`config.mk`:
```
export PLATFORM = sky130hd
export DESIGN_NAME = riscv_decode
export DESIGN_NICKNAME = d
export VERILOG_FILES = /design/src/rtl/riscv_decode_pkg.sv /design/src/rtl/riscv_decode_imm_gen.sv /design/src/rtl/riscv_decode.sv
export SDC_FILE = /design/constraint.sdc
export NUM_CORES = 1
export LEC_CHECK = 0
export CORE_ASPECT_RATIO = 0.8
export CORE_MARGIN = 3
export CORE_UTILIZATION = 32
export DETAILED_ROUTE_END_ITERATION = 12
export PLACE_DENSITY = 0.82
export SLEW_MARGIN = 10
export SYNTH_ARGS = -nofsm -noshare
export SYNTH_HDL_FRONTEND = slang
export SYNTH_SLANG_ARGS = --single-unit
```
`constraint.sdc`:
```
create_clock -name vclk -period 4.3
set_clock_uncertainty 0.05 [all_clocks]
set_input_delay 0.86 -clock vclk [all_inputs]
set_output_delay 0.86 -clock vclk [all_outputs]
set_load 0.01 [all_outputs]
```
`src/rtl/riscv_decode_pkg.sv`:
```
// Shared constants for the RV32I decoder: opcodes, ALU operation codes and
// operand-A select encodings.
package riscv_decode_pkg;

  // Major opcodes (instruction[6:0])
  localparam logic [6:0] OPC_RTYPE  = 7'b0110011;
  localparam logic [6:0] OPC_IALU   = 7'b0010011;
  localparam logic [6:0] OPC_LOAD   = 7'b0000011;
  localparam logic [6:0] OPC_STORE  = 7'b0100011;
  localparam logic [6:0] OPC_BRANCH = 7'b1100011;
  localparam logic [6:0] OPC_JAL    = 7'b1101111;
  localparam logic [6:0] OPC_JALR   = 7'b1100111;
  localparam logic [6:0] OPC_LUI    = 7'b0110111;
  localparam logic [6:0] OPC_AUIPC  = 7'b0010111;

  // ALU operation codes
  localparam logic [5:0] ALU_ADD    = 6'b000000;
  localparam logic [5:0] ALU_SUB    = 6'b001000;
  localparam logic [5:0] ALU_SLL    = 6'b000001;
  localparam logic [5:0] ALU_SLT    = 6'b000010;
  localparam logic [5:0] ALU_SLTU   = 6'b000011;
  localparam logic [5:0] ALU_XOR    = 6'b000100;
  localparam logic [5:0] ALU_SRL    = 6'b000101;
  localparam logic [5:0] ALU_SRA    = 6'b001101;
  localparam logic [5:0] ALU_OR     = 6'b000110;
  localparam logic [5:0] ALU_AND    = 6'b000111;
  localparam logic [5:0] ALU_BEQ    = 6'b010000;
  localparam logic [5:0] ALU_BNE    = 6'b010001;
  localparam logic [5:0] ALU_BLT    = 6'b010100;
  localparam logic [5:0] ALU_BGE    = 6'b010101;
  localparam logic [5:0] ALU_BLTU   = 6'b010110;
  localparam logic [5:0] ALU_BGEU   = 6'b010111;
  localparam logic [5:0] ALU_PASS_A = 6'b011111;

  // Operand A source
  typedef enum logic [1:0] {
    OPA_RS1  = 2'b00,
    OPA_PC   = 2'b01,
    OPA_PC4  = 2'b10,
    OPA_ZERO = 2'b11
  } opa_sel_e;

  // True when funct3 names a real operation for opcodes that restrict it.
  // Opcodes without restrictions (R-type, I-ALU, JAL, LUI, AUIPC) return 1.
  function automatic logic funct3_legal(input logic [6:0] opcode,
                                        input logic [2:0] funct3);
    logic ok;
    ok = 1'b1;
    case (opcode)
      OPC_LOAD:   ok = (funct3 != 3'b011) && (funct3 != 3'b110) && (funct3 != 3'b111);
      OPC_STORE:  ok = (funct3 == 3'b000) || (funct3 == 3'b001) || (funct3 == 3'b010);
      OPC_BRANCH: ok = (funct3 != 3'b010) && (funct3 != 3'b011);
      OPC_JALR:   ok = (funct3 == 3'b000);
      default:    ok = 1'b1;
    endcase
    return ok;
  endfunction

endpackage

```
`src/rtl/riscv_decode_imm_gen.sv`:
```
// Immediate generator: selects the immediate format from the opcode and
// produces the 32-bit (sign- or zero-extended) immediate.
module riscv_imm_gen
  import riscv_decode_pkg::*;
(
  input  logic [31:0] instruction_i,
  output logic [31:0] imm32_o
);

  logic [6:0] opcode;
  logic [2:0] funct3;

  assign opcode = instruction_i[6:0];
  assign funct3 = instruction_i[14:12];

  // Format selection; shift-immediates carry an unsigned shamt, R-type and
  // unknown opcodes have no immediate.
  always_comb begin
    imm32_o = 32'd0;
    case (opcode)
      OPC_IALU: begin
        if ((funct3 == 3'b001) || (funct3 == 3'b101))
          imm32_o = {27'd0, instruction_i[24:20]};
        else
          imm32_o = {{20{instruction_i[31]}}, instruction_i[31:20]};
      end
      OPC_LOAD, OPC_JALR:
        imm32_o = {{20{instruction_i[31]}}, instruction_i[31:20]};
      OPC_STORE:
        imm32_o = {{20{instruction_i[31]}}, instruction_i[31:25], instruction_i[11:7]};
      OPC_BRANCH:
        imm32_o = {{19{instruction_i[31]}}, instruction_i[31], instruction_i[7],
                   instruction_i[30:25], instruction_i[11:8], 1'b0};
      OPC_JAL:
        imm32_o = {{11{instruction_i[31]}}, instruction_i[31], instruction_i[19:12],
                   instruction_i[20], instruction_i[30:21], 1'b0};
      OPC_LUI, OPC_AUIPC:
        imm32_o = {instruction_i[31:12], 12'd0};
      default:
        imm32_o = 32'd0;
    endcase
  end

endmodule

```
`src/rtl/riscv_decode.sv`:
```
// RV32I single-cycle instruction decoder: register selects, control signals,
// immediate, ALU operation and next-PC resolution. Fully combinational; reset
// only suppresses the outputs that change architectural state or flow.
module riscv_decode
  import riscv_decode_pkg::*;
#(
  parameter int ADDRESS_BITS = 16
) (
  input  logic                    clock,
  input  logic                    reset,
  input  logic [ADDRESS_BITS-1:0] PC,
  input  logic [31:0]             instruction,
  input  logic [ADDRESS_BITS-1:0] JALR_target,
  input  logic                    branch,
  output logic                    next_PC_select,
  output logic [ADDRESS_BITS-1:0] target_PC,
  output logic [4:0]              read_sel1,
  output logic [4:0]              read_sel2,
  output logic [4:0]              write_sel,
  output logic                    wEn,
  output logic                    branch_op,
  output logic [31:0]             imm32,
  output logic [1:0]              op_A_sel,
  output logic                    op_B_sel,
  output logic [5:0]              ALU_Control,
  output logic                    mem_wEn,
  output logic                    wb_sel
);

  logic [6:0] opcode;
  logic [2:0] funct3;
  logic       alt;
  logic       legal;

  logic       wen_d;
  logic       mwe_d;
  logic       bop_d;
  logic       nps_d;
  logic       use_jalr;
  opa_sel_e   opa_d;
  logic       opb_d;
  logic [5:0] alu_d;
  logic       wb_d;

  // No state is clocked; the clock exists only for interface uniformity.
  logic unused_clock;
  assign unused_clock = clock;

  assign opcode = instruction[6:0];
  assign funct3 = instruction[14:12];
  assign alt    = instruction[30];
  assign legal  = funct3_legal(opcode, funct3);

  // Register selects are the raw fields whatever the format.
  assign read_sel1 = instruction[19:15];
  assign read_sel2 = instruction[24:20];
  assign write_sel = instruction[11:7];

  riscv_imm_gen u_imm_gen (
    .instruction_i (instruction),
    .imm32_o       (imm32)
  );

  // Control decode; safe defaults leave unknown encodings as a harmless ADD.
  always_comb begin
    wen_d    = 1'b0;
    mwe_d    = 1'b0;
    bop_d    = 1'b0;
    nps_d    = 1'b0;
    use_jalr = 1'b0;
    opa_d    = OPA_RS1;
    opb_d    = 1'b0;
    alu_d    = ALU_ADD;
    wb_d     = 1'b0;
    case (opcode)
      OPC_RTYPE: begin
        wen_d = 1'b1;
        alu_d = {2'b00, ((funct3 == 3'b000) || (funct3 == 3'b101)) ? alt : 1'b0, funct3};
      end
      OPC_IALU: begin
        wen_d = 1'b1;
        opb_d = 1'b1;
        alu_d = {2'b00, (funct3 == 3'b101) ? alt : 1'b0, funct3};
      end
      OPC_LOAD: begin
        opb_d = 1'b1;
        wen_d = legal;
        wb_d  = legal;
      end
      OPC_STORE: begin
        opb_d = 1'b1;
        mwe_d = legal;
      end
      OPC_BRANCH: begin
        if (legal) begin
          bop_d = 1'b1;
          alu_d = {3'b010, funct3};
          nps_d = branch;
        end
      end
      OPC_JAL: begin
        opa_d = OPA_PC4;
        alu_d = ALU_PASS_A;
        wen_d = 1'b1;
        nps_d = 1'b1;
      end
      OPC_JALR: begin
        if (legal) begin
          opa_d    = OPA_PC4;
          alu_d    = ALU_PASS_A;
          wen_d    = 1'b1;
          nps_d    = 1'b1;
          use_jalr = 1'b1;
        end
      end
      OPC_LUI: begin
        opa_d = OPA_ZERO;
        opb_d = 1'b1;
        wen_d = 1'b1;
      end
      OPC_AUIPC: begin
        opa_d = OPA_PC;
        opb_d = 1'b1;
        wen_d = 1'b1;
      end
      default: begin
        alu_d = ALU_ADD;
      end
    endcase
  end

  // Reset blocks every output that would write state or redirect fetch.
  assign wEn            = wen_d & ~reset;
  assign mem_wEn        = mwe_d & ~reset;
  assign branch_op      = bop_d & ~reset;
  assign next_PC_select = nps_d & ~reset;

  assign op_A_sel    = opa_d;
  assign op_B_sel    = opb_d;
  assign ALU_Control = alu_d;
  assign wb_sel      = wb_d;

  // PC-relative target wraps modulo 2^ADDRESS_BITS.
  assign target_PC = use_jalr ? JALR_target : (PC + imm32[ADDRESS_BITS-1:0]);

endmodule

```
==> impl_metrics.env, run 1 <==
export IMPL_worstPathRequired_ns=3.39
export IMPL_register_area_sq_um=0
export IMPL_synth_distinct_cells=61
export IMPL_cp_buffers_inverters=2
export IMPL_io_pins=144
export IMPL_powerDensity_nw_per_um2=76.0
export IMPL_rsz0062_at_grt="true"
export IMPL_outcome="complete, but fails checks"
export IMPL_fin_ws_ns=-0.436
export IMPL_tns_ns=-3.17
export IMPL_fin_nets=585
export IMPL_yosys_warnings=0
export IMPL_track_usage_pct=30.6
export IMPL_hold_viol_final=0
export IMPL_worstSetupEndpointType="primary output"
export IMPL_num_rows=23
export IMPL_first_global_vias=3249
export IMPL_die_h_um=73.7
export IMPL_wl_mm=12.3
export IMPL_fillers=291
export IMPL_areaGrowthSynthToFinish_pct=140
export IMPL_crit_type="in2out"
export IMPL_finalSetupViolCount=14
export IMPL_p_leak_nw=2.12
export IMPL_period_minus_slack_ns=4.74
export IMPL_crit_start="instruction[6]"
export IMPL_layout_commonest_cell="clkdlybuf4s50_1"
export IMPL_worst_pin_slew_ns=0.544
export IMPL_coreArea_sq_um=5270
export IMPL_grt_antenna_before_repair=0
export IMPL_slowest_stage="or4_4"
export IMPL_via_count=3387
export IMPL_nFlopsAndLatches=0
export IMPL_synth_seq_area_share_pct=0
export IMPL_start_kind="input pin"
export IMPL_ir_drop_mv=0.0413
export IMPL_slew_viol_final=0
export IMPL_avgSynthCellArea_sq_um=6.63
export IMPL_worst_path_stages=14
export IMPL_arrival_ns=3.83
export IMPL_synth_fp_nets=359
export IMPL_globalplace_congestion=0.966
export IMPL_critical_path_peak_fanout=5
export IMPL_drt_first_pass_iters=6
export IMPL_start_util_pct=34.8
export IMPL_critPathMaxStageDelay_ns=0.53
export IMPL_slew_limit_headroom_pct=63.5
export IMPL_cp_endpoint="target_PC[12]"
export IMPL_period_share_pct=110
export IMPL_hp_class="in2out"
export IMPL_total_power_mw=0.334
export IMPL_route_detailed_drc=0
export IMPL_wl_per_cell_um=21.3
export IMPL_die_width_um=90.6
export IMPL_cp_cell_sequence="buf_6 -> or3_4 -> a21oi_4 -> o311ai_4 -> nand2_2 -> and2_4 -> ha_4 -> a21o_1 -> a21oi_2 -> a21boi_4 -> a21oi_2 -> or4_4 -> nand3_2 -> buf_6"
export IMPL_syn_area_sq_um=1830
export IMPL_grt_max_degree=15
export IMPL_fmax_mhz=211
export IMPL_grt_pass1_wl_mm=16.7
export IMPL_final_cell_mix="clkdlybuf4s50_1, buf_4, nand2_1, a21o_1, buf_6"
export IMPL_critPathTopFamily="simple AND/OR/NAND/NOR gates"
export IMPL_drive_gt1_share_pct=42.2
export IMPL_clock_buffers=0
export IMPL_dpl_hpwl_mm=7.29
export IMPL_violations="setup timing"
export IMPL_min_path_cells=4
export IMPL_portBuffers=142
export IMPL_dieArea_sq_um=6670
export IMPL_gr_total_overflow=0
export IMPL_cts_hold_buffers=0
export IMPL_synth_cells=276
export IMPL_viasPerCell=5.89
export IMPL_ant_nets=0
export IMPL_antenna_cells=0
export IMPL_worst_hold_slack_ns=2.30
export IMPL_maxCapViolCount=0
export IMPL_first_iter_violations=284
-- synth_stat cells, drive strengths merged (3+ instances only) --
cell     instances  area, sq um
xnor2            4         35.0
a31oi            3         18.8
buf             27          194
and3             7         43.8
inv             11         41.3
ha              15          188
clkbuf           5         20.0
o21ai           19         95.1
a21oi           17         96.4
a2111oi          3         38.8
nor3             7         40.0
o211ai           3         27.5
a211oi           3         22.5
and2            10         65.1
nand2           39          146
a21o            28          219
nand4b           3         26.3
a22o             3         26.3
nand4            3         18.8
nor2            11         41.3
or3              3         23.8
nand3           10         50.1
nand2b           3         18.8
nor3b            3         22.5
xor2             5         43.8
-- where the power goes --
part / internal, mW / switching (mW)
registers: 0 / 0
logic: 0.188 / 0.146
clock network: 0 / 0
-- timing repair --
action / 4_1_cts / 5_1_grt
pin swaps: 44 / 29
buffers inserted: 27 / 9
setup endpoints to repair: 23 / 13
gates resized for setup: 136 / 25
-- layer usage --
metal | wire (um) | GRT usage (%) | share of wire, % | up-vias
met1 | 4400 | 34.7 | 36 | 1576
met4 | 742 | 8.66 | 6.0 | 0
met5 | 0 | 0 | 0 | -
met3 | 1180 | 5.94 | 9.6 | 85
li1 | - | - | - | 1456
met2 | 5950 | 58.8 | 49 | 270
-- final cells by class --
type	instances	area, sq um	share of cell area [%]
Inverter	11	41.3	0.940
Multi-Input combinational cell	233	1990	45.4
Timing Repair Buffer	256	2260	51.5
Tap cell	75	93.8	2.14
-- kinds of logic after synthesis --
kind of cell	count (synthesis)	synth area share (%)
simple gates	110	31.8
xor+xnor	9	4.31
fa+ha+maj	16	11.3
compound gates	97	38.4
other cells	1	0.205
buf+inv	43	13.9
-- stage by stage --
stage / area (sq um) / cells / setup WS [ns] / util, %
after detailed placement: 3830 / 541 / -1.11 / 72.8
after CTS: 4260 / 567 / -0.291 / 80.8
after global placement: 3830 / 541 / -0.966 / 72.8
after floorplan: 1940 / 276 / -0.0450 / -
after global routing: 4390 / 575 / -0.484 / 83.4
final: 4390 / 575 / -0.436 / 83.4
-- how the worst min path moves through the flow --
stage                          from              to
floorplan                     reset  next_PC_select
global placement    instruction[11]    write_sel[4]
detailed placement   instruction[8]    write_sel[1]
CTS                  JALR_target[7]    target_PC[7]
global route         JALR_target[7]    target_PC[7]
finish               JALR_target[5]    target_PC[5]
(Power assumes the default switching activity.)
==> inputs of run 2 (changes only) <==
Settings changed: CORE_MARGIN 3 to 2.
==> impl_metrics.env, run 2 (synthesis gave the netlist of run 1 again) <==
export IMPL_grt_busiest_layer="met2"
export IMPL_period_share_pct=109
export IMPL_met3_usage_pct=4.61
export IMPL_cp_buffers_inverters=4
export IMPL_met2_usage_pct=54.1
export IMPL_rsz0062_at_grt="true"
export IMPL_stdcell_area_sq_um=4390
export IMPL_maxCapViolCount=0
export IMPL_register_area_sq_um=0
export IMPL_route_detailed_drc=0
export IMPL_pre_cts_ws_ns=-1.09
export IMPL_arrival_ns=3.77
export IMPL_layout_commonest_cell="clkdlybuf4s50_1"
export IMPL_hold_viol_final=0
export IMPL_ant_nets=0
export IMPL_finalSetupViolCount=9
export IMPL_gr_total_overflow=0
export IMPL_outcome="complete, but fails checks"
export IMPL_drt_first_pass_iters=4
export IMPL_grt_pass1_wl_mm=15.2
export IMPL_start_kind="input pin"
export IMPL_dpl_hpwl_mm=7.29
export IMPL_grt_antenna_before_repair=0
export IMPL_tns_ns=-2.42
export IMPL_cp_cell_sequence="buf_6 -> or3_4 -> a21oi_4 -> o311ai_4 -> nand2_2 -> and2_4 -> ha_4 -> a21o_1 -> a2111oi_4 -> a311o_1 -> buf_6 -> buf_6 -> o21ai_2 -> xor2_1 -> o21ai_2 -> buf_2"
export IMPL_num_rows=24
export IMPL_first_iter_violations=125
export IMPL_stdcell_count=577
export IMPL_die_width_um=88.6
export IMPL_worstPathRequired_ns=3.39
export IMPL_crit_start="instruction[5]"
export IMPL_critical_path_peak_fanout=5
export IMPL_viasPerCell=5.40
export IMPL_dp_cells=552
export IMPL_p_leak_nw=2.12
export IMPL_ir_drop_mv=0.0387
export IMPL_grtUsageMet1_pct=36.0
export IMPL_powerDensity_nw_per_um2=73.2
export IMPL_critPathMaxStageDelay_ns=0.43
export IMPL_period_minus_slack_ns=4.68
export IMPL_post_route_util_pct=79.9
export IMPL_fin_nets=584
export IMPL_antenna_cells=0
export IMPL_fin_ws_ns=-0.376
export IMPL_slew_viol_final=0
export IMPL_grt_max_degree=13
export IMPL_dieArea_sq_um=6350
export IMPL_wl_per_cell_um=17.9
export IMPL_globalplace_congestion=0.938
export IMPL_fillers=352
export IMPL_cp_common_cell="buf_6"
export IMPL_coreArea_sq_um=5500
export IMPL_nFlopsAndLatches=0
export IMPL_final_cell_mix="clkdlybuf4s50_1, buf_4, nand2_1, a21o_1, buf_6"
export IMPL_violations="setup timing"
export IMPL_io_pins=144
export IMPL_clock_buffers=0
export IMPL_hp_class="in2out"
export IMPL_die_h_um=71.7
export IMPL_slowest_stage="or3_4"
export IMPL_worstSetupEndpointType="primary output"
export IMPL_track_usage_pct=29.7
export IMPL_first_global_vias=3121
export IMPL_start_util_pct=33.3
export IMPL_cts_hold_buffers=0
export IMPL_fmax_mhz=214
export IMPL_areaGrowthSynthToFinish_pct=140
export IMPL_via_count=3116
export IMPL_drive_gt1_share_pct=42.5
export IMPL_worstHoldStart="JALR_target[5]"
export IMPL_portBuffers=142
export IMPL_critPathTopFamily="compound AO/OA/AOI/OAI gates"
export IMPL_crit_type="in2out"
export IMPL_dpl_cell_area_sq_um=3910
export IMPL_wl_mm=10.3
==> run 2: cell types whose count changed in the layout (fill, tap and decap cells not counted), sizes merged <==
cell           change
dlymetal6s2s       +1
clkdlybuf4s15      -1
buf                -2
dlygate4sd2        +1
clkbuf             +1
clkdlybuf4s50      -1
==> run 2: final cells by class <==
cell class | count | area, sq um | share of cell area, %
timing repair buffer | 255 | 2260 | 51.5
multi-input combinational | 233 | 1990 | 45.3
tap | 78 | 97.6 | 2.22
inverter | 11 | 41.3 | 0.940
==> run 2: path summary, 6_finish.rpt <==
path       endpoint  slack [ns]  depth (start not counted)
min    target_PC[5]        2.30                          4
max   target_PC[15]       -0.38                         16
==> run 2: timing repair <==
action	in CTS	in global routing
setup buffers	18	7
endpoints found under the hold margin	0	0
gates resized for setup	131	25
endpoints found under the setup margin	23	14
pin swaps	42	25
==> run 2: per-stage QoR <==
step	total power, mW	hold slack, ns
after floorplan	0.115	1.71
after global placement	0.282	2.57
after detailed placement	0.288	2.57
after CTS	0.303	2.30
after global routing	0.339	2.33
final	0.322	2.30
==> run 2: power by group <==
part	leakage, nW	switching (mW)	total [mW]	internal (mW)
sequential	0	0	0	0
combinational	2.12	0.138	0.322	0.184
clock	0	0	0	0
total	2.12	0.138	0.322	0.184
==> run 2: metal layers <==
metal | share of wire [%] | up-vias
met3 | 7.5 | 32
met1 | 39 | 1452
met4 | 2.7 | 0
met5 | 0 | -
met2 | 51 | 186
li1 | - | 1446
